===== src/rtl/violation_logger_fifo_if.sv =====
// Read port of the violation logger: show-ahead head record with valid/ready handshake.
interface violation_logger_fifo_if #(
    parameter int REC_W = 56
) ();
    logic             rd_valid;
    logic             rd_ready;
    logic [REC_W-1:0] rd_data;

    modport master (output rd_valid, output rd_data, input rd_ready);
    modport slave  (input rd_valid, input rd_data, output rd_ready);
endinterface


===== src/rtl/violation_logger_fifo.sv =====
// Edge-detects violation requests and logs one timestamped PC/bus snapshot per event into a FIFO.
// Latency: record visible on rd port one cycle after the rising request is sampled.
// Backpressure: rd_ready low holds the head record; events arriving while full are dropped and counted.
module violation_logger_fifo #(
    parameter int               N_SRC    = 6,
    parameter int               ADDR_W   = 16,
    parameter int               TS_W     = 16,
    parameter int               DEPTH    = 16,
    parameter logic [N_SRC-1:0] DMA_MASK = 6'b111000,
    localparam int              REC_W    = N_SRC + TS_W + 2*ADDR_W + 2,
    localparam int              LVL_W    = $clog2(DEPTH) + 1
) (
    input  logic                  clk,
    input  logic                  reset_n,
    input  logic [N_SRC-1:0]      src_viol,
    input  logic                  log_en,
    input  logic                  clr,
    input  logic [ADDR_W-1:0]     pc,
    input  logic [ADDR_W-1:0]     data_addr,
    input  logic                  data_en,
    input  logic                  data_wr,
    input  logic [ADDR_W-1:0]     dma_addr,
    input  logic                  dma_en,
    violation_logger_fifo_if.master rd,
    output logic [LVL_W-1:0]      level,
    output logic                  overflow,
    output logic [15:0]           drop_cnt
);
    localparam int              AW       = $clog2(DEPTH);
    localparam logic [LVL_W-1:0] FULL_LVL = LVL_W'(DEPTH);

    logic [N_SRC-1:0]  src_prev;
    logic [N_SRC-1:0]  rise;
    logic [N_SRC-1:0]  rise_low;
    logic [TS_W-1:0]   ts;
    logic [AW-1:0]     wr_ptr;
    logic [AW-1:0]     rd_ptr;
    logic [REC_W-1:0]  mem [DEPTH];
    logic [REC_W-1:0]  rec;
    logic [ADDR_W-1:0] sel_addr;
    logic              sel_en;
    logic              sel_wr;
    logic              dma_sel;
    logic              evt;
    logic              full;
    logic              not_empty;
    logic              push;
    logic              pop;
    logic              drop;

    assign rise      = src_viol & ~src_prev;
    // Isolate the lowest risen bit: it decides which bus the record snapshots.
    assign rise_low  = rise & (~rise + N_SRC'(1));
    assign dma_sel   = |(rise_low & DMA_MASK);

    assign sel_addr  = dma_sel ? dma_addr : data_addr;
    assign sel_en    = dma_sel ? dma_en   : data_en;
    assign sel_wr    = dma_sel ? 1'b0     : data_wr;
    assign rec       = {rise, ts, pc, sel_addr, sel_en, sel_wr};

    assign evt       = log_en & (|rise) & ~clr;
    assign full      = (level == FULL_LVL);
    assign not_empty = (level != '0);
    assign pop       = not_empty & rd.rd_ready & ~clr;
    assign push      = evt & (~full | pop);
    assign drop      = evt & full & ~pop;

    assign rd.rd_valid = not_empty;
    assign rd.rd_data  = not_empty ? mem[rd_ptr] : '0;

    always_ff @(posedge clk) begin
        if (push) begin
            mem[wr_ptr] <= rec;
        end
    end

    always_ff @(posedge clk or negedge reset_n) begin
        if (!reset_n) begin
            src_prev <= '0;
            ts       <= '0;
            wr_ptr   <= '0;
            rd_ptr   <= '0;
            level    <= '0;
            overflow <= 1'b0;
            drop_cnt <= '0;
        end else begin
            // Edge history and timestamp keep running through clr and log_en=0.
            src_prev <= src_viol;
            ts       <= ts + TS_W'(1);
            if (clr) begin
                wr_ptr   <= '0;
                rd_ptr   <= '0;
                level    <= '0;
                overflow <= 1'b0;
                drop_cnt <= '0;
            end else begin
                if (push) begin
                    wr_ptr <= wr_ptr + AW'(1);
                end
                if (pop) begin
                    rd_ptr <= rd_ptr + AW'(1);
                end
                if (push && !pop) begin
                    level <= level + LVL_W'(1);
                end else if (pop && !push) begin
                    level <= level - LVL_W'(1);
                end
                if (drop) begin
                    overflow <= 1'b1;
                    if (drop_cnt != 16'hFFFF) begin
                        drop_cnt <= drop_cnt + 16'd1;
                    end
                end
            end
        end
    end
endmodule


===== src/flat_wrapper.sv =====
// flat-port wrapper written by rule: the top's interface ports become plain ports
module violation_logger_fifo_flat 
#(
    parameter int               N_SRC    = 6,
    parameter int               ADDR_W   = 16,
    parameter int               TS_W     = 16,
    parameter int               DEPTH    = 16,
    parameter logic [N_SRC-1:0] DMA_MASK = 6'b111000,
    localparam int              REC_W    = N_SRC + TS_W + 2*ADDR_W + 2,
    localparam int              LVL_W    = $clog2(DEPTH) + 1
)
  (clk, reset_n, src_viol, log_en, clr, pc, data_addr, data_en, data_wr, dma_addr, dma_en, level, overflow, drop_cnt, rd_rd_valid, rd_rd_data, rd_rd_ready);
  violation_logger_fifo_if #(.REC_W((N_SRC + TS_W + 2*ADDR_W + 2))) rd_i ();
  input  logic clk;
  input  logic reset_n;
  input  logic [N_SRC-1:0] src_viol;
  input  logic log_en;
  input  logic clr;
  input  logic [ADDR_W-1:0] pc;
  input  logic [ADDR_W-1:0] data_addr;
  input  logic data_en;
  input  logic data_wr;
  input  logic [ADDR_W-1:0] dma_addr;
  input  logic dma_en;
  output logic [LVL_W-1:0] level;
  output logic overflow;
  output logic [15:0] drop_cnt;
  output wire logic [$bits(rd_i.rd_valid)-1:0] rd_rd_valid;
  output wire logic [$bits(rd_i.rd_data)-1:0] rd_rd_data;
  input wire logic [$bits(rd_i.rd_ready)-1:0] rd_rd_ready;
  assign rd_rd_valid = rd_i.rd_valid;
  assign rd_rd_data = rd_i.rd_data;
  assign rd_i.rd_ready = rd_rd_ready;
  violation_logger_fifo #(.N_SRC(N_SRC), .ADDR_W(ADDR_W), .TS_W(TS_W), .DEPTH(DEPTH), .DMA_MASK(DMA_MASK)) u_core (.clk(clk), .reset_n(reset_n), .src_viol(src_viol), .log_en(log_en), .clr(clr), .pc(pc), .data_addr(data_addr), .data_en(data_en), .data_wr(data_wr), .dma_addr(dma_addr), .dma_en(dma_en), .rd(rd_i), .level(level), .overflow(overflow), .drop_cnt(drop_cnt));
endmodule

===== config.mk =====
export PLATFORM = sky130hd
export DESIGN_NAME = violation_logger_fifo_flat
export DESIGN_NICKNAME = d
export VERILOG_FILES = /design/src/rtl/violation_logger_fifo_if.sv /design/src/rtl/violation_logger_fifo.sv /design/src/flat_wrapper.sv
export SDC_FILE = /design/constraint.sdc
export NUM_CORES = 1
export LEC_CHECK = 0
export CAP_MARGIN = 5
export CORE_MARGIN = 2
export CORE_UTILIZATION = 61
export CTS_CLUSTER_DIAMETER = 30
export DETAILED_ROUTE_END_ITERATION = 8
export PLACE_DENSITY = 0.85
export RECOVER_POWER = 100
export SLEW_MARGIN = 10
export SYNTH_ARGS = -nofsm -noshare
export SYNTH_HDL_FRONTEND = slang
export SYNTH_SLANG_ARGS = --single-unit

===== constraint.sdc =====
create_clock -name clk -period 6.05 [get_ports clk]
set_input_delay 1.815 -clock clk [delete_from_list [all_inputs] [get_ports clk]]
set_output_delay 1.815 -clock clk [all_outputs]
set_load 0.05 [all_outputs]

==> out/qor.yml <==
r2r-start: "u_core.src_prev[4]$_DFF_PN0_"
critPathBufInv: 2
final_cell_mix: "896 x edfxtp_1, 280 x mux4_2, 151 x clkbuf_16"
hpwl_um: 43800
ff2ff_path_depth: 7
critPathCaptureType: "output port"
cts_buffers: 142
die_area_sq_um: 62400
synth.largest_area_cell: "edfxtp_1"
layout_commonest_cell: "edfxtp_1"
p_leak_nw: 14.5
dieHeight_um: 250
status: "complete, but fails checks"
final_hold_viol_count: 0
grt_usage_pct: 32.7
path_cells: "clkbuf_8 > mux4_2 > mux4_2 > and2_1 > clkdlybuf4s50_1"
hold_class: "flip-flop to flip-flop"
path_clk_slew_ps: 50
synth_warnings: 0
rsz0062_at_grt: "false"
cts_hold_repair.buffers: 0
dp.cells: 2507
worstReg2RegEnd: "u_core.mem[6][26]$_DFFE_PP_"
synth_area_leaders: "edfxtp_1 73%, mux4_2 17%, dfrtp_1 3.5%, and2_1 0.97%, mux2_2 0.70%"
whs_path_depth: 2
cp_top_family: "buffers and inverters"
min_to: "u_core.overflow$_DFFE_PN0P_"
cp.required_ps: 4240
drv_slew: 432
place_congestion: 0.784
postRouteWirelength_um: 98800
reg2reg_slack_ps: 1530
synthFlopType: "edfxtp_1"
overflow: 0
avgSynthCellArea_sq_um: 22.8
cts_setup_buffers: 0
antenna_found_initial: 3
cp-start-kind: "flip-flop"
fp.coreArea_sq_um: 60000
period_share_pct: 97.6
drtIter0Drc: 2490
syn_area_sq_um: 36900
synth.top_cell.area_share_pct: 73.0
routedWlPerCell_um: 35.6
netlist_instances: 1614
cts_tree: "built"
clock_path_buffers: 3
die_x_um: 250
area_growth_pct: 20.5
tightest_slew_ps: 3090
fmax_mhz: 169
routed_via_density: 6.91
vias: 19200
finalNonFillerCells: 2773
crit_fanout: 119
synth_seq_cells: 948
totalPowerFinal_mw: 19.8
critPathKind: "flip-flop to output port"
initial_core_util_pct: 61.4
synth-edff-count: 896
async_flop_share_pct: 5.49
hold_slack_ps: 555
synthesis.nets: 1688
violations: "max-capacitance violations, max-slew violations"
drtAntennaViolNets: 0
powerDensity_nw_per_um2: 446
arrival_ps: 4090
drive_gt1_share_pct: 29.0
rows: 90
slew_headroom_pct: -106
ios: 141
yosysSeqAreaShare_pct: 76.5
h-tree-depth: 4
io_buffer_count: 140
drv_cap: 14
dr.pass1.iters: 6
crit_top_cell: "mux4_2"
cts_sinks: 948
drc_errors: 0
cts-root-buf: "clkbuf_16"
setup_viol: 0
finalNetCount: 1943
vdd.ir_drop.worst_mv: 0.280
grt_pass1_vias: 20300
period_needed_ps: 5900
cts_resized: 0
synth_cell_types: 44
clock_skew_ps: 47.1
grt_max_degree: 120
cp_slowest_cell: "clkbuf_8"
cpPeakStageDelay_ps: 810
min_from: "u_core.overflow$_DFFE_PN0P_"
grt_pass1_wl_um: 143000
clk_latency_ps: 750
[logic make-up (layout without fill, tap and decap cells)]
logic type,count (synthesis),after routing,synth area share (%)
compound gates,47,47,0.838
xor+xnor,19,19,0.451
fa+ha+maj,12,12,0.428
buf+inv,89,462,0.978
flops,948,948,76.5
mux,307,307,17.9
other cells,0,4,0
simple gates,192,192,2.87
[cell usage after synthesis, types with 11 or more instances]
| cell type | count |
|---|---|
| dfrtp_1 | 52 |
| nor2_1 | 31 |
| ha_1 | 11 |
| clkbuf_1 | 49 |
| buf_2 | 21 |
| mux2_2 | 23 |
| nand3_1 | 18 |
| and2_1 | 57 |
| xnor2_1 | 14 |
| nand2_1 | 26 |
| buf_1 | 13 |
| mux4_2 | 280 |
| edfxtp_1 | 896 |
| a21oi_1 | 13 |
[state kept, by name, indices dropped and copies added, names as in the netlist]
name,count
u_core.drop_cnt,16
u_core.level,5
u_core.mem,896
u_core.overflow,1
u_core.rd_ptr,4
u_core.src_prev,6
u_core.ts,16
u_core.wr_ptr,4
[worst max path at each step]
stage,slack (ps),startpoint,depth (start not counted),end
finish,150,u_core.rd_ptr[1]$_DFFE_PN0P_,5,rd_rd_data[0]
floorplan,-40,src_viol[2],7,u_core.mem[8][0]$_DFFE_PP_
global route,40,u_core.rd_ptr[0]$_DFFE_PN0P_,5,rd_rd_data[16]
global placement,870,src_viol[4],8,u_core.mem[14][14]$_DFFE_PP_
CTS,140,u_core.rd_ptr[0]$_DFFE_PN0P_,5,rd_rd_data[28]
detailed placement,740,src_viol[0],8,u_core.mem[14][14]$_DFFE_PP_
[per-layer routing]
layer	wire (um)	global-route usage [%]
met5	0	0
met3	8400	6.28
met1	33900	41.7
met4	4350	15.2
met2	52200	55.2
[worst register-to-register path: cells and delay by family (launching register included)]
family                 cells  cell delay (ps)
AOI/OAI and AO/OA          1              390
buffers and inverters      2              960
DFF                        1              360
and+or+nand+nor            4             2460
[through the flow]
stage,setup TNS [ps],utilization [%],setup WS [ps],area [sq um]
2_1_floorplan,-18340,-,-41.0,36900
3_3_place_gp,0,66.1,872,39700
3_5_place_dp,0,66.1,735,39700
4_1_cts,0,74.4,144,44700
5_1_grt,0,74.0,40.8,44400
6_report,0,74.0,145,44400
[cell type report]
cell class | instances | area [sq um]
Sequential cell | 948 | 28200
Fill cell | 3054 | 15600
Multi-Input combinational cell | 577 | 8330
Clock buffer | 169 | 3880
Timing Repair Buffer | 194 | 1870
Clock inverter | 93 | 1110
Tap cell | 782 | 978
Inverter | 6 | 22.5
Antenna cell | 4 | 10.0
[power by group]
part | internal (mW) | switching, mW
Sequential | 7.27 | 0.0864
Combinational | 1.57 | 2.26
Clock | 5.44 | 3.17
Total | 14.3 | 5.51
Note: power is estimated with default switching activity, not from simulation.
